===== config.mk =====
export PLATFORM = sky130hd
export DESIGN_NAME = serial_adder_flat
export DESIGN_NICKNAME = d
export VERILOG_FILES = /design/src/rtl/serial_adder_if.sv /design/src/rtl/serial_adder.sv /design/src/flat_wrapper.sv
export SDC_FILE = /design/constraint.sdc
export NUM_CORES = 1
export LEC_CHECK = 0
export CAP_MARGIN = 15
export CORE_MARGIN = 4
export CORE_UTILIZATION = 46
export DETAILED_ROUTE_END_ITERATION = 7
export PLACE_DENSITY = 0.75
export SLEW_MARGIN = 20
export SYNTH_ARGS = -nofsm -noshare
export SYNTH_HDL_FRONTEND = slang
export SYNTH_SLANG_ARGS = --single-unit

===== constraint.sdc =====
create_clock -name clk -period 1.4 [get_ports clk]
set_clock_uncertainty 0.15 [all_clocks]
set_input_delay 0.28 -clock clk [delete_from_list [all_inputs] [get_ports clk]]
set_output_delay 0.28 -clock clk [all_outputs]
set_load 0.02 [all_outputs]

===== src/rtl/serial_adder_if.sv =====
// Handshake and operand bus for the bit-serial adder.
// The master drives the request and operands; the slave returns status and result.
interface serial_adder_if #(
    parameter int WIDTH = 8
);
    logic             start;
    logic [WIDTH-1:0] A;
    logic [WIDTH-1:0] B;
    logic             Cin;
    logic             busy;
    logic             done;
    logic [WIDTH-1:0] S;
    logic             Cout;

    modport master (
        output start, A, B, Cin,
        input  busy, done, S, Cout
    );

    modport slave (
        input  start, A, B, Cin,
        output busy, done, S, Cout
    );
endinterface


===== src/rtl/serial_adder.sv =====
// Bit-serial adder: one operand bit per clock, LSB first, with a registered carry.
// A start/busy/done handshake frames each WIDTH-cycle operation.
module serial_adder_fa (
    input  logic i_a,
    input  logic i_b,
    input  logic i_c,
    output logic o_s,
    output logic o_c
);
    assign o_s = i_a ^ i_b ^ i_c;
    assign o_c = (i_a & i_b) | (i_a & i_c) | (i_b & i_c);
endmodule

module serial_adder #(
    parameter int WIDTH = 8
) (
    input  logic          clk,
    input  logic          rst,
    serial_adder_if.slave bus
);
    // One extra counter bit keeps the WIDTH-1 compare from ever wrapping.
    localparam int CW = $clog2(WIDTH) + 1;

    typedef enum logic [1:0] {IDLE, RUN, DONE} state_t;

    state_t           r_state;
    state_t           w_state_nxt;
    logic [WIDTH-1:0] r_opA;
    logic [WIDTH-1:0] r_opB;
    logic [WIDTH-1:0] r_sum;
    logic [WIDTH-1:0] r_S;
    logic             r_carry;
    logic             r_cout;
    logic [CW-1:0]    r_cnt;

    logic             w_sum_bit;
    logic             w_carry_nxt;
    logic             w_last;
    logic [WIDTH-1:0] w_sum_shift;
    logic [WIDTH-1:0] w_opA_shift;
    logic [WIDTH-1:0] w_opB_shift;

    serial_adder_fa u_fa (
        .i_a (r_opA[0]),
        .i_b (r_opB[0]),
        .i_c (r_carry),
        .o_s (w_sum_bit),
        .o_c (w_carry_nxt)
    );

    assign w_last = (r_cnt == CW'(WIDTH - 1));

    generate
        if (WIDTH == 1) begin : g_w1
            assign w_sum_shift = w_sum_bit;
            assign w_opA_shift = 1'b0;
            assign w_opB_shift = 1'b0;
        end else begin : g_wn
            assign w_sum_shift = {w_sum_bit, r_sum[WIDTH-1:1]};
            assign w_opA_shift = {1'b0, r_opA[WIDTH-1:1]};
            assign w_opB_shift = {1'b0, r_opB[WIDTH-1:1]};
        end
    endgenerate

    always_ff @(posedge clk or posedge rst) begin
        if (rst) r_state <= IDLE;
        else     r_state <= w_state_nxt;
    end

    always_comb begin
        w_state_nxt = r_state;
        case (r_state)
            IDLE:    if (bus.start) w_state_nxt = RUN;
            RUN:     if (w_last)    w_state_nxt = DONE;
            DONE:    w_state_nxt = IDLE;
            default: w_state_nxt = IDLE;
        endcase
    end

    always_ff @(posedge clk or posedge rst) begin
        if (rst) begin
            r_opA   <= '0;
            r_opB   <= '0;
            r_sum   <= '0;
            r_carry <= 1'b0;
            r_cnt   <= '0;
            r_S     <= '0;
            r_cout  <= 1'b0;
        end else begin
            case (r_state)
                IDLE: if (bus.start) begin
                    r_opA   <= bus.A;
                    r_opB   <= bus.B;
                    r_carry <= bus.Cin;
                    r_cnt   <= '0;
                end
                RUN: begin
                    r_opA   <= w_opA_shift;
                    r_opB   <= w_opB_shift;
                    r_sum   <= w_sum_shift;
                    r_carry <= w_carry_nxt;
                    r_cnt   <= r_cnt + 1'b1;
                    // Result registers only move on completion; they hold through IDLE and the next RUN.
                    if (w_last) begin
                        r_S    <= w_sum_shift;
                        r_cout <= w_carry_nxt;
                    end
                end
                default: ;
            endcase
        end
    end

    assign bus.busy = (r_state == RUN);
    assign bus.done = (r_state == DONE);
    assign bus.S    = r_S;
    assign bus.Cout = r_cout;
endmodule


===== src/flat_wrapper.sv =====
// flat-port wrapper written by rule: the top's interface ports become plain ports
module serial_adder_flat 
#(
    parameter int WIDTH = 8
)
  (clk, rst, bus_start, bus_A, bus_B, bus_Cin, bus_busy, bus_done, bus_S, bus_Cout);
  serial_adder_if #(.WIDTH(WIDTH)) bus_i ();
  input  logic clk;
  input  logic rst;
  input wire logic [$bits(bus_i.start)-1:0] bus_start;
  input wire logic [$bits(bus_i.A)-1:0] bus_A;
  input wire logic [$bits(bus_i.B)-1:0] bus_B;
  input wire logic [$bits(bus_i.Cin)-1:0] bus_Cin;
  output wire logic [$bits(bus_i.busy)-1:0] bus_busy;
  output wire logic [$bits(bus_i.done)-1:0] bus_done;
  output wire logic [$bits(bus_i.S)-1:0] bus_S;
  output wire logic [$bits(bus_i.Cout)-1:0] bus_Cout;
  assign bus_i.start = bus_start;
  assign bus_i.A = bus_A;
  assign bus_i.B = bus_B;
  assign bus_i.Cin = bus_Cin;
  assign bus_busy = bus_i.busy;
  assign bus_done = bus_i.done;
  assign bus_S = bus_i.S;
  assign bus_Cout = bus_i.Cout;
  serial_adder #(.WIDTH(WIDTH)) u_core (.clk(clk), .rst(rst), .bus(bus_i));
endmodule

==> Word level (Yosys, flattened, before mapping) <==
Cells that the tools add are included.
{ "op_classes": {"addsub": 1, "eq_ne": 5, "muxes": 11, "bitwise_logic": 7, "reduce_logical": 5} }
{ "op_table": {"columns": ["op", "n"], "rows": [
  ["one-hot mux 8 bit (2 select lines)", 2],
  ["2-to-1 mux 8 bit", 2],
  ["one-hot mux 4 bit (2 select lines)", 1],
  ["AND reduction 2 bit", 3],
  ["adder 4 x 1 -> 4 bit (second input constant)", 1],
  ["== test 4 x 3 -> 1 bit (second input constant)", 1],
  ["2-to-1 mux 2 bit", 2],
  ["2-to-1 mux 4 bit", 1],
  ["one-hot mux 2 bit (2 select lines)", 1],
  ["AND 1 bit", 3],
  ["== test 2 x 1 -> 1 bit (second input constant)", 1],
  ["== test 2 bit (second input constant)", 1],
  ["logical NOT 2 bit", 1],
  ["!= test 2 x 1 -> 1 bit (second input constant)", 1],
  ["!= test 2 bit (second input constant)", 1],
  ["bitwise OR 1 bit", 2],
  ["one-hot mux 1 bit (2 select lines)", 1],
  ["nonzero test 2 bit", 1],
  ["XOR 1 bit", 2],
  ["2-to-1 mux 1 bit", 1]
]} }
{ "totals": {"regBits": 40, "inputBits": 20, "wordCells": 37} }

==> Depth between registers and ports, before layout <==
Gate-level depths: netlist of the first run.
{ "logic_depth": {"word_depth": 4, "mapped_depth": 5, "mapped_depth_nobuf": 3} }

==> Modules after synthesis <==
A second synthesis of the first run with hierarchy kept.
{ "unflattened": {"hier_cells": 151, "area_unflattened_um2": 1659.1} }
{ "modules_own_cells": {"columns": ["mod", "n_inst", "cells_each", "area_per_inst_um2", "seq_area_each_um2"], "rows": [
  ["serial_adder", 1, 150, 1639.1, 975.9],
  ["serial_adder_fa", 1, 1, 20.0, 0.0]
]} }

==> Worst setup path before layout of the first run <==
Ideal clock, no wire load.
{ "synth_timing": {"path_kind": "register -> register", "from": "register u_core.r_state[1]", "to": "register u_core.r_cout (netlist: u_core.bus.Cout)", "setup_time_ns": 0.125, "t_arrival_ns": 1.217, "required_ns": 1.125, "path_slack_ns": -0.091, "stages_incl_launch_ff": 5, "n_path_buf": 1, "cell_sequence": "dfrtp_1 -> and2b_1 -> and4_1 -> buf_4 -> mux2_2"} }
{ "synth_via": {"elab_chain_len": 2} }
{ "synth_rtl": {"columns": ["element", "line", "text"], "rows": [
  ["start, declared", "serial_adder.sv:26", "state_t r_state;"],
  ["start signal, assigned", "serial_adder.sv:67", "else r_state <= w_state_nxt;"],
  ["== test 2 x 1 -> 1 bit", "serial_adder.sv:90", "case (r_state)"],
  ["AND reduction 2 bit (no line)", null, null],
  ["end signal, assigned", "serial_adder.sv:106", "r_cout <= w_carry_nxt;"],
  ["end, declared", "serial_adder.sv:33", "logic r_cout;"]
]} }
No other way between the ends.
A chain may end at the register's enable or synchronous reset.

==> Final worst setup path of the first run <==
{ "layout_timing": {"from": "register u_core.r_state[1]", "to": "register u_core.r_S[3] (netlist: u_core.bus.S[3])"} }
{ "layout_via": {"elab_chain_len": 2} }
{ "layout_rtl": {"columns": ["element", "line", "text"], "rows": [
  ["== test 2 x 1 -> 1 bit", "serial_adder.sv:90", null],
  ["AND reduction 2 bit (no line)", null, null],
  ["end signal, assigned", "serial_adder.sv:105", "r_S <= w_sum_shift;"],
  ["end, declared", "serial_adder.sv:31", "logic [WIDTH-1:0] r_S;"]
]} }
No other way between the ends.

==> impl_metrics.toml, run 1 <==
[run_status]
status = "finished, violations left"
violations = "negative setup slack"

[floorplanning]
initial_core_util_pct = 48.0
core_sq_mm = 0.00339
die_w_um = 67.5
chipHeight_um = 67.5
rows = 21
ios = 31
die_area_sq_mm = 0.00455

[synth]
syn_nets = 154
syn_area_sq_mm = 0.00163
syn_inst = 132
synth_area_per_cell_sq_um = 12.3
synth.distinct_cells = 23
ys_seq_area_share_pct = 60.0
ys_warn_count = 0
synth_seq_cells = 39

[clock_tree]
cts_tree = "done"
cts_sinks = 39
cts_buffers = 5
clk_latency_ps = 350
cts_hold_buf = 0
clockBufferDepth = 2
ctsHtreeMaxLevel = 2
clk_pin_slew_worst_paths_ps = 120
cts_root_buffer = "clkbuf_4"

[worst_hold_path]
hold_class = "primary input to async pin"

[critical_path]
path_max_fanout = 8
r2r_slack_ps = -220
required_ps = 1490
slowest_stage = "dfrtp_1"
r2r_cells = 4
crit_chain = "and2b_2 -> and4_4 -> buf_12 -> mux2_4"
endpoint_kind = "flop"
cp.depth = 4
cp_top_family = "simple AND/OR/NAND/NOR gates"
path_class = "flop to flop"
r2r_start = "u_core.r_state[1]"
worstReg2RegEnd = "u_core.bus.S[3]"
slowest_delay_ps = 420
cp-start-kind = "flop"
crit_arrival_ps = 1710
critPathBufInv = 1

[placement]
place_hpwl_um = 2250
dp_cells = 216
gp_congestion = 0.749
port_buffers = 30

[global_route]
grtUsageTotal_pct = 19.4
overflow = 0
grt_pass1_vias = 1248
antenna_found_initial = 0
grt_pass1_wl_um = 6270
grt_max_degree = 40

[sta]
fmax_mhz = 615
relSlewSlack_pct = 86.4
worst_hold_slack_ps = 123
slew_violations = 0
finalCritPeriodShare_pct = 116
finalSetupViolations = 40
rsz0062_at_grt = "yes"
worstMarginPinSlew_ps = 204
finalWorstPathRequiredPeriod_ps = 1620
fin_ws_ps = -225
hold_viol = 0

[routing]
vias_per_cell = 5.32
routed_wl_um = 3960
wl_per_cell_um = 16.8
firstDrtPassIters = 5
vias = 1256
drt_iter0_markers = 70
final_antenna_net_count = 0
drc = 0

[final_layout]
diodes = 0
fin_util_pct = 71.2
final_nets = 211
drive_gt1_share_pct = 39.5
stdcell_count = 236
areaGrowthSynthToFinish_pct = 48.3
fillers = 235

[pwr]
p_leak_nw = 1.13
peakVddDrop_mv = 0.855
power_density_mw_per_mm2 = 1950

[flow_run]
maxCapViolCount = 0
tightest hold or removal path: cells and delay by family:
family,cells,cell delay (ps)
buffers and inverters,3,720
flip-flops by register name (all words and copies together), names as in the netlist:
register,count
u_core.bus.Cout,1
u_core.bus.S,8
u_core.r_carry,1
u_core.r_cnt,4
u_core.r_opA,8
u_core.r_opB,8
u_core.r_state,2
u_core.r_sum,7
area by class of cell:
| class | instances | area, sq um | area share [%] |
|---|---|---|---|
| timing repair buffer | 59 | 604 | 25.0 |
| clock buffer | 6 | 41.3 | 1.71 |
| multi-input combinational | 82 | 714 | 29.6 |
| sequential | 39 | 976 | 40.4 |
| tap | 46 | 57.6 | 2.38 |
| inverter | 2 | 7.51 | 0.311 |
| clock inverter | 2 | 12.5 | 0.518 |
cells in the mapped netlist (all sizes together):
library cell	n	area, sq um
and3b	1	8.76
mux2	18	203
nor2	1	3.75
o21ai	15	75.1
a22oi	14	105
a211oi	1	7.51
nand3	1	5.00
clkbuf	2	7.51
dfrtp	39	976
nor2b	3	18.8
nand4	1	6.26
buf	7	37.5
and4	1	8.76
nand2	15	56.3
a41oi	1	8.76
inv	2	7.51
o21bai	1	7.51
ha	1	12.5
and2b	1	7.51
a21oi	2	10.0
a22o	4	35.0
fa	1	20.0
report_power, final:
| group | switching [W] | internal [W] | total, W |
|---|---|---|---|
| combinational | 0.000962 | 0.00136 | 0.00232 |
| clock | 0.000378 | 0.000194 | 0.000572 |
| sequential | 0.000266 | 0.00155 | 0.00182 |
| total | 0.00161 | 0.00310 | 0.00471 |
placed cells by master (no fill, tap or decap), types with 2 or more instances in the layout:
cell type,Yosys,final
buf_6,0,15
mux2_4,0,17
nor2b_4,0,2
a22oi_1,14,14
nand2_1,15,15
clkbuf_4,0,5
o21ai_0,15,8
inv_1,2,2
clkdlybuf4s50_1,0,19
o21ai_1,0,6
buf_2,6,8
dfrtp_1,39,39
buf_12,0,3
buf_8,0,2
a22o_1,4,4
buf_4,1,11
a21oi_1,2,2
worst max-delay path by stage:
stage                            startpoint         endpoint  slack, ps
after floorplan             u_core.r_cnt[0]  u_core.bus.Cout        -80
after detailed placement          bus_start  u_core.r_opB[7]       -280
after global placement    u_core.r_state[1]         bus_busy       -250
after CTS                 u_core.r_state[1]         bus_done       -190
after global routing      u_core.r_state[1]         bus_done       -260
final                     u_core.r_state[1]  u_core.bus.S[3]       -220
per-stage QoR:
step                total power, W  instance area (sq um)  setup slack [ps]  setup TNS (ps)
floorplan                  0.00280                   1640             -78.7            -708
global placement           0.00346                   2100              -246           -6130
detailed placement         0.00354                   2100              -277           -6640
CTS                        0.00451                   2360              -191           -3370
global route               0.00497                   2410              -258           -6410
finish                     0.00471                   2410              -225           -5050
layer usage:
layer  up-vias  GRT usage, %  wire length [um]
met2        35          29.9              1980
met5         -             0                 0
met4         0          7.34                44
met3         5          5.32               143
li1        587             -                 -
met1       629          25.9              1800
timing repair:
action	CTS	global route
cloned	3	0
resized for setup	97	12
setup endpoints to repair	44	42
hold endpoints to repair	0	0
buffers inserted	7	2
pin swaps	5	5
cells by family after synthesis:
group	Yosys count	share of synthesized area (%)
buf+inv	11	3.23
simple gates	24	7.07
compound gates	38	15.3
mux	18	12.5
flops	39	60.0
fa+ha+maj	2	2.00
Note: power is estimated with default switching activity, not from simulation.
==> inputs of run 2 (changes only) <==
Settings changed: SLEW_MARGIN 20 to not set, TNS_END_PERCENT set to 1.
Clock period 1.4 ns to 1.41 ns, I/O delays scaled along.
==> impl_metrics.toml, run 2 (synthesized netlist as in run 1, its figures left out) <==
[placement]
port_buffers = 30
gp_congestion = 0.734
place_hpwl_um = 2330
pre_cts_slack_ps = -295

[global_route]
grt_pass1_wl_um = 5710
antenna_found_initial = 0
overflow = 0
grt_max_degree = 40
grt_pass1_vias = 1278
grtUsageTotal_pct = 17.0

[routing]
met2_length_um = 1690
routed_wl_um = 3300
wl_per_cell_um = 14.8
final_antenna_net_count = 0
drc = 0
drt_iter0_markers = 61
vias = 1167
wl_met1_um = 1460
vias_per_cell = 5.23
wl_met3_um = 104
top_layer = "met4"
firstDrtPassIters = 4

[run_status]
status = "finished, violations left"
violations = "negative setup slack"

[sta]
rsz0062_at_grt = "yes"
relSlewSlack_pct = 86.4
finalSetupViolations = 26
worstMarginPinSlew_ps = 205
finalCritPeriodShare_pct = 116
fin_ws_ps = -226
fmax_mhz = 611
slew_violations = 0
hold_viol = 0
worst_hold_slack_ps = 119
finalWorstPathRequiredPeriod_ps = 1640

[floorplanning]
die_w_um = 67.5
initial_core_util_pct = 48.0
ios = 31
rows = 21
chipHeight_um = 67.5
die_area_sq_mm = 0.00455
core_sq_mm = 0.00339

[clock_tree]
cts_setup_buffers = 0
ctsHtreeMaxLevel = 2
cts_buffers = 5
clockBufferDepth = 2
cts_root_buffer = "clkbuf_4"
cts_tree = "done"
clk_pin_slew_worst_paths_ps = 130
clk_latency_ps = 350
cts_sinks = 39

[worst_hold_path]
hold_class = "primary input to async pin"

[critical_path]
worstReg2RegEnd = "u_core.bus.S[5]"
r2r_slack_ps = -230
endpoint_kind = "flop"
path_class = "flop to flop"
r2r_start = "u_core.r_state[1]"
r2r_cells = 4
path_max_fanout = 8
cp-start-kind = "flop"
crit_start = "u_core.r_state[1]"
required_ps = 1510
crit_arrival_ps = 1740

[final_layout]
drive_gt1_share_pct = 33.9
areaGrowthSynthToFinish_pct = 33.1
final_nets = 198
fin_util_pct = 63.9
layout_commonest_cell = "dfrtp_1"
layout_common_cells = "39 x dfrtp_1, 19 x clkdlybuf4s50_1, 15 x nand2_1"
diodes = 0

[flow_run]
maxCapViolCount = 0

[pwr]
power_density_mw_per_mm2 = 1950
peakVddDrop_mv = 0.998
p_leak_nw = 0.988
power.total_w = 0.00423
-- run 2: where the power goes --
group / internal (W) / switching, W
clock network: 0.000373 / 0.000373
registers: 0.00154 / 0.000248
logic: 0.000918 / 0.000776
total: 0.00283 / 0.00140
-- run 2: final cells by class --
class / count / area [sq um]
Timing Repair Buffer: 46 / 403
Clock inverter: 3 / 43.8
Sequential cell: 39 / 976
Inverter: 2 / 7.51
Clock buffer: 5 / 37.5
Fill cell: 273 / 1220
Tap cell: 46 / 57.6
Multi-Input combinational cell: 82 / 642
-- run 2: how the worst max path moves through the flow --
stage | endpoint | cells after the start
after global routing | bus_busy | 2
after global placement | bus_busy | 2
final | u_core.bus.S[5] | 4
after CTS | bus_busy | 2
after floorplan | u_core.bus.Cout | 4
after detailed placement | u_core.r_opA[7] | 5
-- run 2: critical path, cell delays in order (launching register included) --
cell	delay, ps
dfrtp_1	430
and2b_2	260
and4_4	240
buf_12	140
mux2_2	320
-- run 2: routing by layer --
layer  global-route usage [%]  up-vias
met1                     21.4      573
met5                        0        -
li1                         -      565
met3                     3.66        5
met4                     8.61        0
met2                     27.6       24
-- run 2: stage by stage --
| step | TNS, ps | area, sq um | cells |
|---|---|---|---|
| final | -3040 | 2170 | 223 |
| after global routing | -5050 | 2170 | 223 |
| after CTS | -2980 | 2150 | 223 |
| after detailed placement | -7190 | 2090 | 215 |
| after global placement | -6080 | 2090 | 215 |
| after floorplan | -785 | 1630 | 132 |
-- run 2: what timing repair did --
| item | 4_1_cts | 5_1_grt |
|---|---|---|
| resized for setup | 59 | 9 |
| setup endpoints to repair | 44 | 40 |
| pin swaps | 1 | 1 |
| hold buffers | 0 | 0 |
